## src/rtl/lfsr_prng.sv

```systemverilog
// Parametrised Fibonacci/Galois LFSR pseudo-random generator with multi-step advance,
// runtime seed load, all-zero lock-up protection and a period-wrap marker.
module lfsr_prng #(
  parameter int unsigned                NUM_BITS = 5,
  parameter logic [NUM_BITS-1:0]        TAPS     = 5'h14,
  parameter logic [NUM_BITS-1:0]        SEED     = 5'd1,
  parameter bit                         MODE     = 1'b0,
  parameter int unsigned                STEPS    = 1
) (
  input  logic                clk,
  input  logic                rst_n,
  input  logic                en,
  input  logic                load,
  input  logic [NUM_BITS-1:0] load_value,
  output logic [NUM_BITS-1:0] state,
  output logic [STEPS-1:0]    rand_bits,
  output logic                bits_valid,
  output logic                wrap,
  output logic                lockup
);

  if (NUM_BITS < 2 || NUM_BITS > 32) begin : g_bad_width
    $error("lfsr_prng: NUM_BITS must be within 2..32");
  end
  if (TAPS[NUM_BITS-1] == 1'b0) begin : g_bad_taps
    $error("lfsr_prng: TAPS must have bit NUM_BITS-1 set");
  end
  if (SEED == '0) begin : g_bad_seed
    $error("lfsr_prng: SEED must be nonzero");
  end
  if (STEPS < 1 || STEPS > NUM_BITS) begin : g_bad_steps
    $error("lfsr_prng: STEPS must be within 1..NUM_BITS");
  end

  logic [NUM_BITS-1:0] state_q, state_d;
  logic [STEPS-1:0]    bits_q, bits_d;
  logic                valid_q, valid_d;
  logic                wrap_q, wrap_d;
  logic                lockup_q, lockup_d;

  logic [NUM_BITS-1:0] walk;
  logic [STEPS-1:0]    adv_bits;

  // STEPS single steps unrolled into one combinational chain; bit i is the output of step i.
  always_comb begin
    walk     = state_q;
    adv_bits = '0;
    for (int unsigned i = 0; i < STEPS; i++) begin
      if (MODE == 1'b0) begin
        adv_bits[i] = walk[NUM_BITS-1];
        walk        = {walk[NUM_BITS-2:0], ^(walk & TAPS)};
      end else begin
        adv_bits[i] = walk[0];
        walk        = (walk >> 1) ^ ({NUM_BITS{walk[0]}} & TAPS);
      end
    end
  end

  always_comb begin
    state_d  = state_q;
    bits_d   = bits_q;
    valid_d  = 1'b0;
    wrap_d   = 1'b0;
    lockup_d = 1'b0;
    if (load) begin
      if (load_value == '0) begin
        state_d  = SEED;
        lockup_d = 1'b1;
      end else begin
        state_d  = load_value;
      end
    end else if (en) begin
      state_d = walk;
      bits_d  = adv_bits;
      valid_d = 1'b1;
      wrap_d  = (walk == SEED);
    end
  end

  always_ff @(posedge clk or negedge rst_n) begin
    if (!rst_n) begin
      state_q  <= SEED;
      bits_q   <= '0;
      valid_q  <= 1'b0;
      wrap_q   <= 1'b0;
      lockup_q <= 1'b0;
    end else begin
      state_q  <= state_d;
      bits_q   <= bits_d;
      valid_q  <= valid_d;
      wrap_q   <= wrap_d;
      lockup_q <= lockup_d;
    end
  end

  assign state      = state_q;
  assign rand_bits  = bits_q;
  assign bits_valid = valid_q;
  assign wrap       = wrap_q;
  assign lockup     = lockup_q;

endmodule

```

## config.mk

```make
export PLATFORM = sky130hd
export DESIGN_NAME = lfsr_prng
export DESIGN_NICKNAME = d
export VERILOG_FILES = /design/src/rtl/lfsr_prng.sv
export SDC_FILE = /design/constraint.sdc
export NUM_CORES = 1
export LEC_CHECK = 0
export CAP_MARGIN = 25
export CORE_AREA = 2 2 39 41
export CTS_CLUSTER_DIAMETER = 80
export DETAILED_ROUTE_END_ITERATION = 8
export DIE_AREA = 0 0 41 43
export PLACE_DENSITY = 0.62
export SYNTH_ARGS = -nofsm -noshare
export SYNTH_HDL_FRONTEND = slang
export SYNTH_SLANG_ARGS = --single-unit
```

## constraint.sdc

```tcl
create_clock -name clk -period 2.5 [get_ports clk]
set_input_delay 0.375 -clock clk [delete_from_list [all_inputs] [get_ports clk]]
set_output_delay 0.375 -clock clk [all_outputs]
set_load 0.01 [all_outputs]
```

==> results.md, run 1 <==
* Outcome: finished clean
* Cell family with most CP delay: flip-flops
* Vias at 317
* CP Buf/Inv Count at 1
* Filler cell count at 146
* Final Core Density at a little over two fifths
* Final Net Count at 62
* Die footprint at between 1500 and 2000 um2
* Largest family of logic cells by synthesized area: simple AND/OR/NAND/NOR gates
* Max-slew violations at 0
* Io pins at 18
* Area of the mapped netlist at 398 um2
* Antenna diode count at 0
* Synth warnings at 0
* Lkg Pwr at 0.257 nW
* Final worst setup slack at around 0.8 ns
* Final Instance Count excl. Fillers at 68
* Critical Path Fanout Max at 4
* H-tree levels at 1
* Crit Path Class: reg2out
* GRT Overall Usage at about a tenth
* Critical path arrival at around 1.3 ns
* Crit path time final at approximately 1.7 ns
* Max Cap Viol at 0
* CTS Buffer Depth at 2
* Iter 0 DRT Violations at 5
* Routed wire length at around 720 um
* Synth cell types at 16
* Syn Area/Cell at about 12 um2
* CP Capture Type: output port
* Slowest CP cell: dfstp_2
* Synth Area in Compound Gates at 8.81%
* Area grow syn2layout at 52.2%
* Drt via density at 4.66
* Critical Path RT at ~2.1 ns
* Setup violators final at 0
* Hold slack at around 0.40 ns
* P per Cell Area at between 500 and 600 nW/um2
* Worst-path cell chain: clkdlybuf4s50_1
* CORE AREA at roughly 1400 um2
* Num rows at 14
* Cts bufs inserted at 3
* Placer Congestion at roughly 0.75
* CTS-repair resized insts at 0
* Mapped Cells at 33
* Layout cell share with drive strength beyond 1 at a little over an eighth
* Max stage delay on crit path at approximately 0.55 ns
* Clock Sinks at 9
* Initial antenna violation count at 0
* Post-Synth Simple-Gate Area at 17.0%
* CTS tree: yes
* Hold buffers post-CTS at 0
* Hold Fails Final Rpt at 0
* Pre-CTS setup slack at 0.748 ns
* PortBufs at 17
* Vias in the first global route at about 270
* Wire length per cell at roughly 11 um
* Relative slew slack at ~74%
* Sequential share of the synthesized area at between 50% and 60%
* Adder-cell share of the synthesized area at 0%
* Clock Pin Slew Worst Setup and Hold Paths at ~0.060 ns
* Gr ovfl total at 0
* Crit start category: register
* First-pass DRT Iterations at 4
* Clk_skew at slightly above 0.002 ns
* Clk_lat worst skew at between 0.2 and 0.3 ns
* Final setup TNS at 0 ns
* XOR/XNOR Fraction of Synth Area at ~2.2%
* First-pass GRT wire length at roughly 1100 um
* Fmax at approximately 580 MHz
* Worst slew pin tran at ~0.4 ns
* Die Wd at a little over 40 um
* Mapped Nets at 42
* Setup repair bufs after CTS at 0
* DRC Markers at 0
* Dpl cells at 64
* Root Buffer: clkbuf_4
* Final period util at 68.7%
* Multiplexer area fraction after synthesis at roughly an eighth
* Path category of the worst min-delay check: in2async
* Starting Density at between 20% and 30%
* Maximum number of pins on one net before global-route repair at 13
* Peak supply drop at a little over 300 uV
* Antenna Violating Nets Remaining at 0
* Unrepaired setup endpoints after global routing: no
* Post-synthesis register bit count at 9
* Die H at between 40 and 50 um
==> cells by family after synthesis <==
group / after synthesis
xor+xnor: 1
flops: 9
buf+inv: 2
mux: 5
compound gates: 5
simple gates: 11
==> layout make-up <==
class | count | area [um2] | share of cell area, %
timing repair buffer | 17 | 170 | 28.1
tap | 16 | 20.0 | 3.31
clock buffer | 4 | 26.3 | 4.34
multi-input combinational | 22 | 163 | 26.9
sequential | 9 | 226 | 37.4
==> final timing paths <==
kind	from	to	slack (ns)	cells past startpoint
max in group asynchronous	rst_n	state[0]	1.78	1
max reg2reg	state[2]	wrap	1.59	2
max	state[0]	state[0]	0.78	1
min reg2reg	rand_bits	rand_bits	0.51	1
min in group clk	rand_bits	rand_bits	0.51	1
min	rst_n	wrap	0.40	1
==> flip-flops by register name, indices dropped and copies added, names as in the netlist <==
signal and cells:
state 5, bits_valid 1, lockup 1, rand_bits 1, wrap 1
==> where the power goes <==
part | internal (mW) | leakage, nW | switching (mW) | total (mW)
logic | 0.0488 | 0.130 | 0.0287 | 0.0775
registers | 0.161 | 0.112 | 0.0120 | 0.173
clock network | 0.0614 | 0.0150 | 0.0494 | 0.111
total | 0.271 | 0.257 | 0.0901 | 0.361
==> cells in the final DEF (no fill, tap or decap), types with 2 or more instances in the layout <==
cell type and n:
nand2_1 4, o21ai_0 4, dfrtp_1 8, mux2i_1 4
clkbuf_4 3, clkdlybuf4s50_1 17, nor3_1 2
==> metrics by stage <==
step | cell area [um2] | total power, mW
6_report | 606 | 0.361
5_1_grt | 606 | 0.378
4_1_cts | 606 | 0.366
3_5_place_dp | 579 | 0.254
3_3_place_gp | 579 | 0.254
2_1_floorplan | 398 | 0.207
==> layer usage <==
| layer | vias to the layer above | track usage, % | part of all wire (%) |
|---|---|---|---|
| met1 | 140 | 12.3 | 43 |
| li1 | 158 | - | - |
| met5 | - | 0 | 0 |
| met4 | 0 | 14.0 | 5.1 |
| met3 | 4 | 3.14 | 8.2 |
| met2 | 15 | 11.9 | 43 |
==> worst reg2reg max path, stage by stage (launching register included) <==
cell and delay [ns]:
dfrtp_1 0.43, nor3_1 0.22, and4b_1 0.20
==> synth_stat cells, drive strengths merged <==
cell	instances	share of area, %
clkbuf	1	0.94
mux2	1	2.8
nor3b	1	1.9
dfstp	1	6.6
and4b	1	2.5
o21ai	4	5.0
dfrtp	8	50
nor2b	1	1.6
or4	1	2.8
xnor2	1	2.2
a221oi	1	3.8
nand2	4	3.8
nor3	2	2.5
buf	1	1.3
mux2i	4	10
and2b	1	1.9
Note: power is estimated with default switching activity, not from simulation.
==> inputs of run 2 (changes only) <==
Settings changed: PLACE_DENSITY 0.62 to 0.64.
Clock period 2.5 ns to 1.4 ns, I/O delays scaled along.
==> results.md, run 2 (same netlist as run 1, synthesis figures left out) <==
* Outcome: finished clean (unchanged)
* Placed wire-length estimate at about 640 um
* FF-to-FF Start: state[2] (unchanged)
* Critical Path Fanout Max at 2 (was 4)
* Drt via density at 4.52 (was 4.66)
* Routed wire length at 785 um (was 721 um)
* Wire length per cell at 10.5 um (was 10.6 um)
* Clk_skew at 0.00273 ns (was 0.00206 ns)
* Hold slack at 0.246 ns (was 0.402 ns)
* Power Total at 0.650 mW (was 0.361 mW)
* H-tree levels at 1 (unchanged)
* Cell family with most CP delay: buffers and inverters (was flip-flops)
* Die Wd at 41 um (unchanged)
* Clock power frac at 30.0% (was 30.7%)
* Crit path time final at about 1.3 ns
* CP Buf/Inv Count at 1 (unchanged)
* Hold buffers post-CTS at 0 (unchanged)
* Most common cell after layout, fill and taps aside: clkdlybuf4s50_1 (unchanged)
* Critical Path RT at 1.19 ns (was 2.12 ns)
* Gr ovfl total at 0 (unchanged)
* Dpl cells at 70 (was 64)
* Crit path depth at 1 (unchanged)
* Crit start category: register (unchanged)
* Antenna Violating Nets Remaining at 0 (unchanged)
* Path category of the worst min-delay check: in2async (unchanged)
* Root Buffer: clkbuf_4 (unchanged)
* Unrepaired setup endpoints after global routing: no (unchanged)
* CTS Buffer Depth at 2 (unchanged)
* Worst R2R Setup Slack at 0.45 ns (was 1.59 ns)
* Relative slew slack at 73.2% (was 74.0%)
* Hold Fails Final Rpt at 0 (unchanged)
* Vias at 339 (was 317)
* Final setup TNS at 0 ns (unchanged)
* R2R Path End: wrap (unchanged)
* Largest register FFs at 5 (unchanged)
* Clk_lat worst skew at 0.25 ns (was 0.26 ns)
* PortBufs at 17 (unchanged)
* Max stage delay on crit path at 0.53 ns (was 0.55 ns)
* Starting Density at 28.8% (unchanged)
* Clock Sinks at 9 (unchanged)
* Area grow syn2layout at 64.2% (was 52.2%)
* Placer Congestion at 0.704 (was 0.748)
* First-pass GRT wire length at 1410 um (was 1090 um)
* Final period util at 95.1%
* Combinational power share at 23.1% (was 21.5%)
* Die H at 43 um (unchanged)
* Fmax at around 750 MHz
* Switching Fraction at 24.8% (was 25.0%)
* Maximum number of pins on one net before global-route repair at 12 (was 13)
* Layout cell share with drive strength beyond 1 at 23.7% (was 13.5%)
* Io pins at 18 (unchanged)
* Met1 WL at 334 um (was 312 um)
* DRC Markers at 0 (unchanged)
* Iter 0 DRT Violations at 3 (was 5)
* Seq pwr share at 46.9% (was 47.9%)
* Top sig layer: met3 (was met4)
* Net Switching at 0.161 mW (was 0.0901 mW)
* P per Cell Area at 995 nW/um2 (was 596 nW/um2)
* Vias in the first global route at 351 (was 271)
* Met3 routed WL at 63 um (was 59 um)
* Worst slew pin tran at 0.401 ns (was 0.389 ns)
* Cts bufs inserted at 3 (unchanged)
* Lkg Pwr at 0.298 nW (was 0.257 nW)
* CP Capture Type: output port (unchanged)
* Max Cap Viol at 0 (unchanged)
* Setup violators final at 0 (unchanged)
* Worst-path cell chain: clkdlybuf4s50_1 (unchanged)
* CORE AREA at 1380 um2 (unchanged)
* Die footprint at 1760 um2 (unchanged)
* Commonest non-fill, non-tap cells in the layout: clkdlybuf4s50_1 (13), dfrtp_1 (8), buf_4 (7) (was clkdlybuf4s50_1 (17), dfrtp_1 (8), mux2i_1 (4), nand2_1 (4), o21ai_0 (4))
* Antenna diode count at 0 (unchanged)
* GRT Overall Usage at 12.3% (was 10.4%)
* Critical path arrival at 1.12 ns (was 1.34 ns)
* Final Net Count at 69 (was 62)
* Num rows at 14 (unchanged)
* Clock Pin Slew Worst Setup and Hold Paths at 0.06 ns (about the same)
* Int Power at 0.489 mW (was 0.271 mW)
* Slowest CP cell: clkdlybuf4s50_1 (was dfstp_2)
* CTS tree: yes (unchanged)
* Final Instance Count excl. Fillers at 75 (was 68)
* Crit Path Class: reg2out (unchanged)
* Met2 wire len at 387 um (was 312 um)
* Max-slew violations at 0 (unchanged)
* Initial antenna violation count at 0 (unchanged)
* First-pass DRT Iterations at 3 (was 4)
* R2r worst-path depth at 3 (was 2)
* Peak supply drop at 462 uV (was 305 uV)
## run 2: cell types whose count changed in the layout (fill, tap and decap cells not counted), sizes merged
cell	delta
clkdlybuf4s50	-4
buf	+7
dlygate4sd2	+4
## run 2: worst max-delay path by stage
| stage | start | endpoint | slack, ns |
|---|---|---|---|
| after floorplan | load_value[3] | state[0] | 0.32 |
| after global placement | load_value[3] | state[0] | -0.13 |
| after detailed placement | load_value[3] | state[0] | -0.14 |
| after CTS | rand_bits | rand_bits | 0.05 |
| after global routing | lockup | lockup | 0.02 |
| final | rand_bits | rand_bits | 0.07 |
## run 2: layout make-up
| type | count | area (um2) |
|---|---|---|
| timing repair buffer | 24 | 218 |
| sequential | 9 | 226 |
| multi-input combinational | 22 | 163 |
| fill | 144 | 731 |
| tap | 16 | 20.0 |
| clock buffer | 4 | 26.3 |
## run 2: repair_timing
item / CTS / global route
buffers inserted: 1 / 0
resized for setup: 4 / 0
endpoints found under the setup margin: 5 / 0
## run 2: stage by stage
stage | area, um2 | utilization [%] | setup slack [ns]
6_report | 653 | 47.2 | 0.0683
5_1_grt | 653 | 47.2 | 0.0177
4_1_cts | 653 | 47.2 | 0.0503
2_1_floorplan | 398 | - | 0.320
3_5_place_dp | 624 | 45.1 | -0.143
3_3_place_gp | 624 | 45.1 | -0.125
## run 2: metal layers
metal | vias up | global-route usage (%)
met2 | 14 | 17.5
met5 | - | 0
met1 | 156 | 15.7
met3 | 0 | 3.14
met4 | 0 | 8.00
li1 | 169 | -
## run 2: power groups by stage
stage / Combinational [mW] / Clock, mW / Sequential (mW)
floorplan: 0.0472 / 0 / 0.322
global placement: 0.154 / 0 / 0.313
detailed placement: 0.154 / 0 / 0.314
CTS: 0.153 / 0.204 / 0.305
global route: 0.167 / 0.215 / 0.308
finish: 0.150 / 0.195 / 0.305
